[config.mk]
export PLATFORM = sky130hd
export DESIGN_NAME = phase_meas_scheduler
export DESIGN_NICKNAME = d
export VERILOG_FILES = /design/src/rtl/onn_phase_pkg.sv /design/src/rtl/phase_meas_scheduler_edge.sv /design/src/rtl/phase_meas_scheduler.sv
export SDC_FILE = /design/constraint.sdc
export NUM_CORES = 1
export LEC_CHECK = 0
export BUFFER_PORTS_ARGS = -buffer_cell sky130_fd_sc_hd__buf_4
export CORE_MARGIN = 5
export CORE_UTILIZATION = 55
export CTS_CLUSTER_DIAMETER = 150
export DETAILED_ROUTE_END_ITERATION = 8
export GPL_ROUTABILITY_DRIVEN = 0
export PLACE_DENSITY = 0.82
export SETUP_SLACK_MARGIN = 0.5
export SYNTH_ARGS = -nofsm -noshare
export SYNTH_HDL_FRONTEND = slang
export SYNTH_SLANG_ARGS = --single-unit
[constraint.sdc]
create_clock -name i_sclk -period 4.85 [get_ports i_sclk]
set_clock_uncertainty 0.05 [all_clocks]
set_input_delay 1.455 -clock i_sclk [delete_from_list [all_inputs] [get_ports i_sclk]]
set_output_delay 1.455 -clock i_sclk [all_outputs]
set_load 0.01 [all_outputs]
[src/rtl/onn_phase_pkg.sv]
// Shared definitions for the ONN phase measurement path: phase width,
// scheduler state encoding and a find-next-set-bit helper.
package onn_phase_pkg;

  localparam int PH_W   = 4;   // calculator phase port width
  localparam int MAX_N  = 32;  // widest neuron mask the helper can scan
  localparam int IDX_W  = 5;   // index width covering MAX_N
  localparam int FROM_W = 6;   // start-index width, can point one past MAX_N-1

  typedef enum logic [2:0] {
    ST_IDLE    = 3'd0,
    ST_SELECT  = 3'd1,
    ST_MEASURE = 3'd2,
    ST_CAPTURE = 3'd3,
    ST_TIMEOUT = 3'd4,
    ST_NEXT    = 3'd5
  } state_e;

  typedef struct packed {
    logic             found;
    logic [IDX_W-1:0] idx;
  } nxt_t;

  // Lowest set bit of mask at index >= from; found=0 when there is none.
  function automatic nxt_t find_next_set(input logic [MAX_N-1:0] mask,
                                         input logic [FROM_W-1:0] from);
    nxt_t res;
    res.found = 1'b0;
    res.idx   = {IDX_W{1'b0}};
    for (int i = 0; i < MAX_N; i++) begin
      if (!res.found && mask[i] && (i >= int'(from))) begin
        res.found = 1'b1;
        res.idx   = IDX_W'(i);
      end else begin
        res = res;
      end
    end
    return res;
  endfunction

endpackage

[src/rtl/phase_meas_scheduler_edge.sv]
// Two-flop synchronizer for the selected neuron output followed by a
// registered rising-edge detector. o_rise is a one-cycle pulse.
module phase_meas_scheduler_edge (
  input  logic i_clk,
  input  logic i_rst_n,
  input  logic i_din,
  output logic o_rise
);

  logic r_sync1;
  logic r_sync2;
  logic r_prev;
  logic r_rise;

  // Synchronize the asynchronous neuron output and register its rising edges.
  always_ff @(posedge i_clk or negedge i_rst_n) begin
    if (!i_rst_n) begin
      r_sync1 <= 1'b0;
      r_sync2 <= 1'b0;
      r_prev  <= 1'b0;
      r_rise  <= 1'b0;
    end else begin
      r_sync1 <= i_din;
      r_sync2 <= r_sync1;
      r_prev  <= r_sync2;
      r_rise  <= r_sync2 & ~r_prev;
    end
  end

  assign o_rise = r_rise;

endmodule

[src/rtl/phase_meas_scheduler.sv]
// Time-shares one phase calculator across N_NEURON oscillator neurons.
// Each sweep visits the enabled neurons in index order: select and hold the
// calculator in reset, release it, wait for MIN_EDGES rising edges of the
// selected output (or a WIN_CYC timeout) and capture the phase into a
// per-neuron slot of the parallel phase snapshot.
module phase_meas_scheduler
  import onn_phase_pkg::*;
#(
  parameter int N_NEURON  = 4,
  parameter int SEL_W     = 2,
  parameter int SETTLE    = 2,
  parameter int MIN_EDGES = 2,
  parameter int WIN_CYC   = 64
) (
  input  logic                     i_sclk,
  input  logic                     i_re_n,
  input  logic                     i_start,
  input  logic                     i_cont,
  input  logic                     i_stop,
  input  logic [N_NEURON-1:0]      i_en_mask,
  input  logic                     i_sel_nout,
  input  logic [PH_W-1:0]          i_calc_phase,
  output logic                     o_calc_re,
  output logic [SEL_W-1:0]         o_calc_sel,
  output logic [N_NEURON*PH_W-1:0] o_phase_bus,
  output logic [N_NEURON-1:0]      o_phase_vld,
  output logic [N_NEURON-1:0]      o_tmo_flag,
  output logic                     o_busy,
  output logic                     o_sweep_done
);

  localparam int EC_W = $clog2(MIN_EDGES + 1);
  localparam int WC_W = $clog2(WIN_CYC);
  localparam int SC_W = (SETTLE > 1) ? $clog2(SETTLE) : 1;

  state_e                     r_state;
  logic [SEL_W-1:0]           r_idx;
  logic [N_NEURON-1:0]        r_mask;
  logic                       r_cont;
  logic [EC_W-1:0]            r_edge_cnt;
  logic [WC_W-1:0]            r_win_cnt;
  logic [SC_W-1:0]            r_set_cnt;
  logic                       r_calc_re;
  logic [N_NEURON*PH_W-1:0]   r_phase_bus;
  logic [N_NEURON-1:0]        r_phase_vld;
  logic [N_NEURON-1:0]        r_tmo_flag;
  logic                       r_busy;
  logic                       r_sweep_done;

  state_e                     w_state_nxt;
  logic [SEL_W-1:0]           w_idx_nxt;
  logic [N_NEURON-1:0]        w_mask_nxt;
  logic                       w_cont_nxt;
  logic [EC_W-1:0]            w_edge_nxt;
  logic [WC_W-1:0]            w_win_nxt;
  logic [SC_W-1:0]            w_set_nxt;
  logic [N_NEURON*PH_W-1:0]   w_bus_nxt;
  logic [N_NEURON-1:0]        w_vld_nxt;
  logic [N_NEURON-1:0]        w_tmo_nxt;
  logic                       w_done_nxt;
  logic                       w_rise;
  nxt_t                       w_first;
  nxt_t                       w_next;
  logic                       w_first_ok;
  logic                       w_next_ok;

  phase_meas_scheduler_edge u_edge (
    .i_clk   (i_sclk),
    .i_rst_n (i_re_n),
    .i_din   (i_sel_nout),
    .o_rise  (w_rise)
  );

  // Lowest enabled neuron of the live mask (sweep start) and the next
  // enabled neuron above the current one in the latched mask. The range
  // guard rejects any index that does not name a real neuron.
  assign w_first    = find_next_set(MAX_N'(i_en_mask), {FROM_W{1'b0}});
  assign w_next     = find_next_set(MAX_N'(r_mask), FROM_W'(r_idx) + FROM_W'(1));
  assign w_first_ok = w_first.found && (w_first.idx < IDX_W'(N_NEURON));
  assign w_next_ok  = w_next.found && (w_next.idx < IDX_W'(N_NEURON));

  // Next-state, counter and capture-register logic of the sweep FSM.
  always_comb begin
    w_state_nxt = r_state;
    w_idx_nxt   = r_idx;
    w_mask_nxt  = r_mask;
    w_cont_nxt  = i_stop ? 1'b0 : r_cont;
    w_edge_nxt  = r_edge_cnt;
    w_win_nxt   = r_win_cnt;
    w_set_nxt   = r_set_cnt;
    w_bus_nxt   = r_phase_bus;
    w_vld_nxt   = r_phase_vld;
    w_tmo_nxt   = r_tmo_flag;
    w_done_nxt  = 1'b0;

    case (r_state)
      ST_IDLE: begin
        if (i_start && w_first_ok) begin
          w_mask_nxt  = i_en_mask;
          w_cont_nxt  = i_cont & ~i_stop;
          w_vld_nxt   = {N_NEURON{1'b0}};
          w_tmo_nxt   = {N_NEURON{1'b0}};
          w_idx_nxt   = SEL_W'(w_first.idx);
          w_set_nxt   = {SC_W{1'b0}};
          w_state_nxt = ST_SELECT;
        end else if (i_start) begin
          // Empty mask: report an (empty) sweep and stay idle.
          w_done_nxt  = 1'b1;
          w_state_nxt = ST_IDLE;
        end else begin
          w_state_nxt = ST_IDLE;
        end
      end

      ST_SELECT: begin
        // Counters restart here, so edges seen while settling are dropped.
        w_edge_nxt = {EC_W{1'b0}};
        w_win_nxt  = {WC_W{1'b0}};
        if (r_set_cnt == SC_W'(SETTLE - 1)) begin
          w_set_nxt   = {SC_W{1'b0}};
          w_state_nxt = ST_MEASURE;
        end else begin
          w_set_nxt   = r_set_cnt + SC_W'(1);
          w_state_nxt = ST_SELECT;
        end
      end

      ST_MEASURE: begin
        w_win_nxt = r_win_cnt + WC_W'(1);
        if (w_rise) begin
          w_edge_nxt = r_edge_cnt + EC_W'(1);
        end else begin
          w_edge_nxt = r_edge_cnt;
        end
        // The final edge wins over a timeout landing in the same cycle.
        if (w_rise && (r_edge_cnt == EC_W'(MIN_EDGES - 1))) begin
          w_state_nxt = ST_CAPTURE;
        end else if (r_win_cnt == WC_W'(WIN_CYC - 1)) begin
          w_state_nxt = ST_TIMEOUT;
        end else begin
          w_state_nxt = ST_MEASURE;
        end
      end

      ST_CAPTURE: begin
        // One cycle after the last edge the calculator phase is stable.
        w_bus_nxt[int'(r_idx)*PH_W +: PH_W] = i_calc_phase;
        w_vld_nxt[r_idx]                    = 1'b1;
        w_state_nxt                         = ST_NEXT;
      end

      ST_TIMEOUT: begin
        w_tmo_nxt[r_idx] = 1'b1;
        w_state_nxt      = ST_NEXT;
      end

      ST_NEXT: begin
        if (w_next_ok) begin
          w_idx_nxt   = SEL_W'(w_next.idx);
          w_set_nxt   = {SC_W{1'b0}};
          w_state_nxt = ST_SELECT;
        end else begin
          w_done_nxt = 1'b1;
          if (r_cont && !i_stop && w_first_ok) begin
            w_mask_nxt  = i_en_mask;
            w_vld_nxt   = {N_NEURON{1'b0}};
            w_tmo_nxt   = {N_NEURON{1'b0}};
            w_idx_nxt   = SEL_W'(w_first.idx);
            w_set_nxt   = {SC_W{1'b0}};
            w_state_nxt = ST_SELECT;
          end else begin
            w_state_nxt = ST_IDLE;
          end
        end
      end

      default: begin
        w_state_nxt = ST_IDLE;
      end
    endcase
  end

  // State, counters and registered outputs; reset aborts any sweep at once.
  always_ff @(posedge i_sclk or negedge i_re_n) begin
    if (!i_re_n) begin
      r_state      <= ST_IDLE;
      r_idx        <= {SEL_W{1'b0}};
      r_mask       <= {N_NEURON{1'b0}};
      r_cont       <= 1'b0;
      r_edge_cnt   <= {EC_W{1'b0}};
      r_win_cnt    <= {WC_W{1'b0}};
      r_set_cnt    <= {SC_W{1'b0}};
      r_calc_re    <= 1'b1;
      r_phase_bus  <= {(N_NEURON*PH_W){1'b0}};
      r_phase_vld  <= {N_NEURON{1'b0}};
      r_tmo_flag   <= {N_NEURON{1'b0}};
      r_busy       <= 1'b0;
      r_sweep_done <= 1'b0;
    end else begin
      r_state      <= w_state_nxt;
      r_idx        <= w_idx_nxt;
      r_mask       <= w_mask_nxt;
      r_cont       <= w_cont_nxt;
      r_edge_cnt   <= w_edge_nxt;
      r_win_cnt    <= w_win_nxt;
      r_set_cnt    <= w_set_nxt;
      r_calc_re    <= !((w_state_nxt == ST_MEASURE) || (w_state_nxt == ST_CAPTURE));
      r_phase_bus  <= w_bus_nxt;
      r_phase_vld  <= w_vld_nxt;
      r_tmo_flag   <= w_tmo_nxt;
      r_busy       <= (w_state_nxt != ST_IDLE);
      r_sweep_done <= w_done_nxt;
    end
  end

  assign o_calc_re    = r_calc_re;
  assign o_calc_sel   = r_idx;
  assign o_phase_bus  = r_phase_bus;
  assign o_phase_vld  = r_phase_vld;
  assign o_tmo_flag   = r_tmo_flag;
  assign o_busy       = r_busy;
  assign o_sweep_done = r_sweep_done;

endmodule

==> impl_metrics.toml, run 1 <==
[sta]
finalMaxSlewViolations = 0
layout_setup_ws_ns = 1.91
finalSetupTns_ns = 0
min_period_ns = 2.94
setup_viol = 0
tightest_slew_ns = 0.733
hold_violations = 0
rsz0062_at_grt = "false"
fin_crit_sh_pct = 60.6
slew_headroom_pct = 51.1
holdWs_ns = 0.304
max_freq_mhz = 340

[setup_path]
cp_cell_sequence = "buf_4 > or4_4 > a21boi_4 > o221a_4 > and2_4 > mux2_4"
critPathLaunch = "i_en_mask[1]"
r2r_slack_ns = 2.17
crit_type = "in -> reg"
worst-r2r-cell-count = 7
critPathCaptureType = "flip-flop"
cp-start-kind = "primary input"
endpoint = "r_mask[3]$_DFFE_PN0P_"
crit_slowest_cell = "or4_4"
reg2reg_from = "o_calc_sel[0]$_DFFE_PN0P_"
worst_ep_arrival_time_ns = 3.08
slowest_delay_ns = 0.56
critPathRequiredTime_ns = 4.99
r2r-end = "r_mask[1]$_DFFE_PN0P_"
crit_fanout = 12

[place]
place_area_sq_um = 2810
portBuffers = 42
pre_cts_slack_ns = 1.60
dp_cells = 345
dpl.hpwl_um = 3730

[logic_synthesis]
ys_seq_area_share_pct = 50.8
syn_nets = 283
avgSynthCellArea_sq_um = 9.53
ys_seq_elements = 50
synth_area_sq_um = 2470
synth_edf_count = 0
synth_cells = 259
ys.flop_type = "dfrtp_1"
yosysWarnings = 0
yosysUniqueCellTypes = 41
synthArstFlopShare_pct = 100

[route]
wl_per_cell_um = 14.4
drt-initial-drc-count = 167
drcViolationCount = 0
via_per_inst = 5.73
wl_um = 5080
vias = 2021
drtPass1Iterations = 4
ant_nets = 0

[clock_network]
cts_resized = 0
htreeDepth = 2
cts_setup_buffers = 0
clockBufferDepth = 2
clk_pin_slew_ns = 0.08
cts_hold_buffers = 0
clk-insertion-delay-late_ns = 0.30
cts.sinks = 50
cts_tree = "yes"
root_buffer = "clkbuf_8"
cts_buffers = 5

[global_routing]
grt_pass1_vias = 1883
grt-ovfl-total = 0
grt_pass1_wl_um = 8990
gr-usage-all-layers_pct = 18.3
antenna_found_initial = 0
grt_max_degree = 51

[die]
core_sq_um = 4350
start_util_pct = 56.7
die_area_sq_um = 5930
die_h_um = 77.0
io_pins = 43
rows = 24
die_w_um = 77.0

[finish]
antennaDiodeCount = 0
drive_gt1_share_pct = 19.3
stdcell_count = 353
layout.nets = 324
final_cell_mix = "nand2_1 (56), dfrtp_1 (49), buf_4 (42)"
final_area_sq_um = 2890
final_common_cell = "nand2_1"
area_delta_synth_final_pct = 17.1

[power_and_ir_drop]
p_per_area_nw_per_um2 = 600
leakage_nw = 1.35
peakVddDrop_uv = 337

[job]
cap_viol_max_count = 0

[status]
status = "finished clean"

[min_path]
holdCritPathClass = "reg -> reg"
## worst max-delay path: cells and delay by family
kind | cells | cell delay, ns
mux | 1 | 0.30
compound gates | 2 | 0.42
buf+inv | 1 | 0.12
simple gates | 2 | 0.78
## area by class of cell
type                    instances  area, sq um
clock buffers                   8         80.1
fillers                       359         1460
inverters                      10         37.5
multi-input cells             191         1140
flip-flops and latches         50         1250
well taps                      52         65.1
repair buffers                 42          315
## synth_stat cells, types with 3 or more instances
cell type / instances / area share, %
a21oi_1: 21 / 4.3
nor2_1: 19 / 2.9
ha_1: 10 / 5.1
nand2_1: 56 / 8.5
nor3_1: 3 / 0.61
mux2i_1: 3 / 1.2
dfrtp_1: 49 / 50
nor3b_1: 4 / 1.2
nor2b_1: 3 / 0.76
clkbuf_1: 7 / 1.1
o21ai_0: 33 / 6.7
inv_1: 10 / 1.5
mux2_2: 3 / 1.4
## power by group
group / switching [mW] / leakage [nW] / internal [mW]
logic: 0.417 / 0.687 / 0.373
clock network: 0.128 / 0.0395 / 0.103
registers: 0.147 / 0.623 / 0.565
## per-layer routing
layer	track usage, %	up-vias	share of wire, %
met1	25.2	967	46
met5	0	-	0
li1	-	980	-
met2	27.5	64	45
met3	5.85	10	7.1
met4	6.01	0	1.7
## metrics by stage
step	util (%)	power (mW)
final	66.4	1.73
after global routing	66.4	1.88
after detailed placement	64.5	1.52
after floorplan	-	1.22
after global placement	64.5	1.49
after CTS	66.4	1.75
## logic make-up (layout without fill, tap and decap cells)
logic type | count (synthesis) | in the layout | share of synthesized area (%)
buffers and inverters | 18 | 60 | 3.04
adder cells (fa/ha/maj) | 10 | 10 | 5.07
flip-flops | 50 | 50 | 50.8
AND/OR/NAND/NOR | 99 | 99 | 18.2
multiplexers | 8 | 8 | 3.80
AO/OA/AOI/OAI | 74 | 74 | 19.2
## flip-flops by register name, summed over array words and instances (netlist names), 2 cells and up
signal,cells
o_calc_sel,2
o_phase_bus,16
o_phase_vld,4
o_tmo_flag,4
r_edge_cnt,2
r_mask,4
r_state,3
r_win_cnt,6
## worst min-delay path by stage
stage                                   from                  endpoint  slack (ns)  depth (start not counted)
floorplan           u_edge.r_sync1$_DFF_PN0_  u_edge.r_sync2$_DFF_PN0_        0.28                          0
global placement    u_edge.r_sync1$_DFF_PN0_  u_edge.r_sync2$_DFF_PN0_        0.29                          0
detailed placement  u_edge.r_sync1$_DFF_PN0_  u_edge.r_sync2$_DFF_PN0_        0.29                          0
CTS                 u_edge.r_sync1$_DFF_PN0_  u_edge.r_sync2$_DFF_PN0_        0.31                          0
global route        u_edge.r_sync1$_DFF_PN0_  u_edge.r_sync2$_DFF_PN0_        0.32                          0
finish              u_edge.r_sync1$_DFF_PN0_  u_edge.r_sync2$_DFF_PN0_        0.30                          0
No activity file was read; power rests on OpenSTA's default activity.
==> run 2: changes to the inputs <==
--- a/config.mk
+++ b/config.mk
@@ -7,11 +7,11 @@
 export LEC_CHECK = 0
 export BUFFER_PORTS_ARGS = -buffer_cell sky130_fd_sc_hd__buf_4
 export CORE_MARGIN = 5
-export CORE_UTILIZATION = 55
+export CORE_UTILIZATION = 50
 export CTS_CLUSTER_DIAMETER = 150
 export DETAILED_ROUTE_END_ITERATION = 8
 export GPL_ROUTABILITY_DRIVEN = 0
-export PLACE_DENSITY = 0.82
+export PLACE_DENSITY = 0.78
 export SETUP_SLACK_MARGIN = 0.5
 export SYNTH_ARGS = -nofsm -noshare
 export SYNTH_HDL_FRONTEND = slang
==> constraint.sdc (replaced) <==
create_clock -name i_sclk -period 2.4 [get_ports i_sclk]
set_clock_uncertainty 0.05 [all_clocks]
set_input_delay 0.72 -clock i_sclk [delete_from_list [all_inputs] [get_ports i_sclk]]
set_output_delay 0.72 -clock i_sclk [all_outputs]
set_load 0.01 [all_outputs]
==> run 2 against run 1 <==
Against the previous run: routed wire length up 14%; sequential share of layout area down 4.8 points; design area up 13%; worst setup slack worse by 1.7 ns; via count up 4.6%; flip-flop and latch count unchanged; non-clock buffer count up 22; sequential power up 100%; die area up 8.7%; core utilization up 2.4 points; critical path depth up 2; cell count up 10%; critical endpoint is now r_mask[0]$_DFFE_PN0P_; largest power group unchanged; highest routed layer unchanged.
==> impl_metrics.toml, run 2 (synthesized netlist as in run 1, its figures left out) <==
[finish]
ff_latch_area_sq_um = 1260
multi_input_area_sq_um = 1290
largest_reg_flops = 16
final_cell_mix = "nand2_1 (56), buf_4 (56), dfrtp_1 (44)"
layout.nets = 346
antennaDiodeCount = 0
stdcell_count = 390
drive_gt1_share_pct = 33.4
final_area_sq_um = 3270
fillers = 369
post-route-util_pct = 68.7
area_delta_synth_final_pct = 32.5

[place]
dpl.hpwl_um = 3740
pre_cts_slack_ns = 0.0383
place_area_sq_um = 2890
dp_cells = 366
portBuffers = 42

[global_routing]
met1_usage_pct = 25.7
use_met2_pct = 31.4
grt_max_degree = 51
antenna_found_initial = 0
grt_pass1_wl_um = 9720
top_usage_layer = "met2"
grt_use_met3_pct = 3.14
grt-ovfl-total = 0
grt_pass1_vias = 2066
gr-usage-all-layers_pct = 19.3

[die]
io_pins = 43
die_w_um = 80.2
die_area_sq_um = 6440
start_util_pct = 51.9
die_h_um = 80.2
core_sq_um = 4750
rows = 25

[setup_path]
worst-r2r-cell-count = 8
crit_fanout = 6
critPathLaunch = "o_calc_sel[0]$_DFFE_PN0P_"
r2r-end = "r_mask[0]$_DFFE_PN0P_"
critPathRequiredTime_ns = 2.54
r2r_slack_ns = 0.23
crit_type = "reg -> reg"
reg2reg_from = "o_calc_sel[0]$_DFFE_PN0P_"
cp-start-kind = "flip-flop"
critPathCaptureType = "flip-flop"
worst_ep_arrival_time_ns = 2.31

[route]
wl_per_cell_um = 14.8
drtPass1Iterations = 4
ant_nets = 0
wl_um = 5790
via_per_inst = 5.42
drt-initial-drc-count = 149
drcViolationCount = 0
vias = 2114

[clock_network]
cts_tree = "yes"
clk-insertion-delay-late_ns = 0.30
htreeDepth = 2
cts.sinks = 50
cts_buffers = 5
clk_pin_slew_ns = 0.09
cts_hold_buffers = 0
root_buffer = "clkbuf_8"
clockBufferDepth = 2

[sta]
finalMaxSlewViolations = 0
holdWs_ns = 0.322
layout_setup_ws_ns = 0.229
setup_viol = 0
fin_crit_sh_pct = 90.5
hold_violations = 0
min_period_ns = 2.17
tightest_slew_ns = 0.626
finalSetupTns_ns = 0
max_freq_mhz = 461
slew_headroom_pct = 58.3
rsz0062_at_grt = "true"

[min_path]
min_from = "u_edge.r_sync1$_DFF_PN0_"
holdCritPathClass = "reg -> reg"
whs_path_depth = 0
holdPathEnd = "u_edge.r_sync2$_DFF_PN0_"

[power_and_ir_drop]
power_mw = 4.13
p_per_area_nw_per_um2 = 1260
peakVddDrop_uv = 734
leakage_nw = 1.48

[status]
status = "finished clean"

[job]
cap_viol_max_count = 0
## run 2: changes by cell type in the layout (fill, tap and decap cells not counted), sizes merged
cell and delta:
buf +22, clkbuf -1, clkinvlp +1
## run 2: power by group
part           internal [mW]  switching, mW  total (mW)  leakage (nW)
Combinational           1.12           1.10        2.22         0.823
Sequential              1.15          0.282        1.43         0.616
Clock                  0.207          0.273       0.479        0.0385
## run 2: worst max-delay path by stage
stage          slack (ns)  cells after the start                     to
2_1_floorplan        0.03                      6  r_mask[2]$_DFFE_PN0P_
3_3_place_gp         0.05                      6  r_mask[2]$_DFFE_PN0P_
3_5_place_dp         0.04                      6  r_mask[3]$_DFFE_PN0P_
4_1_cts              0.27                      6  r_mask[0]$_DFFE_PN0P_
5_1_grt              0.15                      8  r_mask[0]$_DFFE_PN0P_
6_report             0.23                      8  r_mask[0]$_DFFE_PN0P_
## run 2: repair_timing
action / CTS / global route
pin swaps: 9 / 4
buffers inserted: 15 / 1
setup endpoints to repair: 18 / 35
gates resized for setup: 23 / 15
## run 2: layout make-up
class                      count  share of cell area [%]
inverter                      10                    1.38
tap                           67                    2.57
clock buffer                   7                    2.34
clock inverter                 1                   0.230
timing repair buffer          64                    15.6
sequential                    50                    38.5
multi-input combinational    191                    39.4
## run 2: worst max-delay path: stages (launching register included)
cell and delay [ns]:
dfrtp_2 0.48, buf_6 0.15, inv_8 0.04, ha_4 0.15
o21a_1 0.22, a2111oi_4 0.24, o221a_4 0.24, and2_4 0.19
mux2_4 0.30
## run 2: routing by layer
layer,part of all wire (%),vias to the layer above,wire length [um]
li1,-,1026,-
met1,44,1019,2560
met2,49,62,2850
met3,5.2,7,301
met4,1.3,0,78
met5,0,-,0
==> run 3: changes to the inputs <==
--- a/config.mk
+++ b/config.mk
@@ -6,6 +6,7 @@
 export NUM_CORES = 1
 export LEC_CHECK = 0
 export BUFFER_PORTS_ARGS = -buffer_cell sky130_fd_sc_hd__buf_4
+export CORE_ASPECT_RATIO = 1.5
 export CORE_MARGIN = 5
 export CORE_UTILIZATION = 50
 export CTS_CLUSTER_DIAMETER = 150
==> run 3 against run 2 <==
Against the previous run: via count decreased by 1.7%; routed wire length down 3.1%; worst setup slack lost 0.034 ns; clock power increased by 22%; design area decreased by 2.9%; critical path depth down 2; sequential share of layout area rose by 1.1 points; die area grew 0.45%.
==> impl_metrics.toml, run 3 (synthesized netlist as in run 1, its figures left out) <==
[setup_path]
crit_type = "reg -> reg"
slowest_delay_ns = 0.44
cp_cell_sequence = "ha_2 > and3b_2 > a2111oi_4 > o221a_4 > and2_4 > mux2_4"
critPathRequiredTime_ns = 2.54
worst_ep_arrival_time_ns = 2.35
cp-start-kind = "flip-flop"
critPathCaptureType = "flip-flop"
crit_slowest_cell = "dfrtp_2"
crit_fanout = 5

[finish]
layout.nets = 340
multi_input_area_sq_um = 1230
largest_reg_flops = 16
drive_gt1_share_pct = 30.0
final_common_cell = "nand2_1"
ff_latch_area_sq_um = 1260
final_cell_mix = "nand2_1 (56), buf_4 (53), dfrtp_1 (46)"
area_delta_synth_final_pct = 28.7
antennaDiodeCount = 0
fillers = 409

[status]
status = "finished clean"

[global_routing]
grt_pass1_vias = 2068
grt-ovfl-total = 0
grt_pass1_wl_um = 9380
grt_max_degree = 51
gr-usage-all-layers_pct = 19.1
antenna_found_initial = 0

[power_and_ir_drop]
leakage_nw = 1.46
p_sw_share_pct = 38.7
power_switching_mw = 1.55
combPwrFrac_pct = 50.3
p_int_mw = 2.45
clkPwrFrac_pct = 14.6
p_per_area_nw_per_um2 = 1260
p_seq_share_pct = 35.1
peakVddDrop_uv = 741

[route]
vias = 2079
ant_nets = 0
drcViolationCount = 0
wl_per_cell_um = 14.7
via_per_inst = 5.43
wl_um = 5610
drtPass1Iterations = 4
drt-initial-drc-count = 131

[die]
core_sq_um = 4810
rows = 31
die_area_sq_um = 6470
start_util_pct = 51.3
die_w_um = 67.4
die_h_um = 96.0
io_pins = 43

[min_path]
holdCritPathClass = "reg -> reg"

[place]
dpl.hpwl_um = 3880
portBuffers = 42

[clock_network]
cts.sinks = 50
cts_hold_buffers = 0
clockBufferDepth = 2
clk-insertion-delay-late_ns = 0.30
htreeDepth = 2
cts_tree = "yes"
root_buffer = "clkbuf_8"
cts_buffers = 5
clk_pin_slew_ns = 0.09

[sta]
setup_viol = 0
tightest_slew_ns = 0.612
finalSetupTns_ns = 0
slew_headroom_pct = 59.2
rsz0062_at_grt = "true"
hold_violations = 0
fin_crit_sh_pct = 91.9
finalMaxSlewViolations = 0
max_freq_mhz = 454
holdWs_ns = 0.306
min_period_ns = 2.20

[job]
cap_viol_max_count = 0
==> run 3: changes by cell type in the layout (fill, tap and decap cells not counted), moves of 2 or more <==
| cell | change |
|---|---|
| buf_6 | -3 |
| dfrtp_2 | -2 |
| buf_4 | -3 |
| ha_4 | -2 |
| dfrtp_1 | +2 |
==> run 3: final cells by class <==
type	instances	area share [%]
sequential	50	39.6
timing repair buffer	58	14.3
clock inverter	2	1.22
clock buffer	6	2.29
inverter	10	1.26
tap	66	2.60
multi-input combinational	191	38.7
==> run 3: path summary, 6_finish.rpt <==
check / from / endpoint / slack (ns) / depth (start not counted)
max in group asynchronous: i_re_n / r_state[2]$_DFF_PN0_ / 1.48 / 1
max reg2reg: o_calc_sel[0]$_DFFE_PN0P_ / r_mask[0]$_DFFE_PN0P_ / 0.20 / 6
min: u_edge.r_sync1$_DFF_PN0_ / u_edge.r_sync2$_DFF_PN0_ / 0.31 / 0
min in group asynchronous: i_re_n / u_edge.r_sync1$_DFF_PN0_ / 0.38 / 1
min reg2reg: u_edge.r_sync1$_DFF_PN0_ / u_edge.r_sync2$_DFF_PN0_ / 0.31 / 0
max: o_calc_sel[0]$_DFFE_PN0P_ / r_mask[0]$_DFFE_PN0P_ / 0.20 / 6
==> run 3: metal layers <==
metal | track usage [%] | vias up | wire length (um)
li1 | - | 1017 | -
met1 | 23.9 | 1007 | 2200
met2 | 32.5 | 47 | 3070
met3 | 2.69 | 8 | 224
met4 | 8.29 | 0 | 116
met5 | 0 | - | 0
==> run 3: power by group through the flow <==
stage | combinational (mW) | clock, mW | sequential, mW
6_report | 2.02 | 0.583 | 1.41
5_1_grt | 2.21 | 0.641 | 1.45
4_1_cts | 1.96 | 0.602 | 1.40
3_5_place_dp | 1.75 | 0 | 1.43
3_3_place_gp | 1.71 | 0 | 1.42
2_1_floorplan | 1.07 | 0 | 1.44
==> run 3: stage by stage <==
step | std cells | area (sq um) | worst slack [ns] | power, mW | util (%)
finish | 383 | 3170 | 0.195 | 4.00 | 66.0
global route | 383 | 3170 | 0.127 | 4.31 | 66.0
CTS | 383 | 3140 | 0.200 | 3.96 | 65.2
detailed placement | 366 | 2900 | 0.0234 | 3.18 | 60.3
global placement | 366 | 2900 | 0.0487 | 3.12 | 60.3
floorplan | 259 | 2490 | 0.0334 | 2.51 | -
==> run 3: critical path, delay by kind of cell, from the launching register on <==
| kind | cells | cell delay [ns] |
|---|---|---|
| AOI/OAI and AO/OA | 2 | 0.60 |
| adders and majority gates | 1 | 0.25 |
| DFF | 1 | 0.44 |
| muxes | 1 | 0.31 |
| and+or+nand+nor | 2 | 0.44 |
==> run 3: what timing repair did <==
| item | in CTS | in global routing |
|---|---|---|
| pin swaps | 8 | 4 |
| setup buffers | 9 | 0 |
| endpoints found under the setup margin | 18 | 36 |
| gates resized for setup | 14 | 8 |
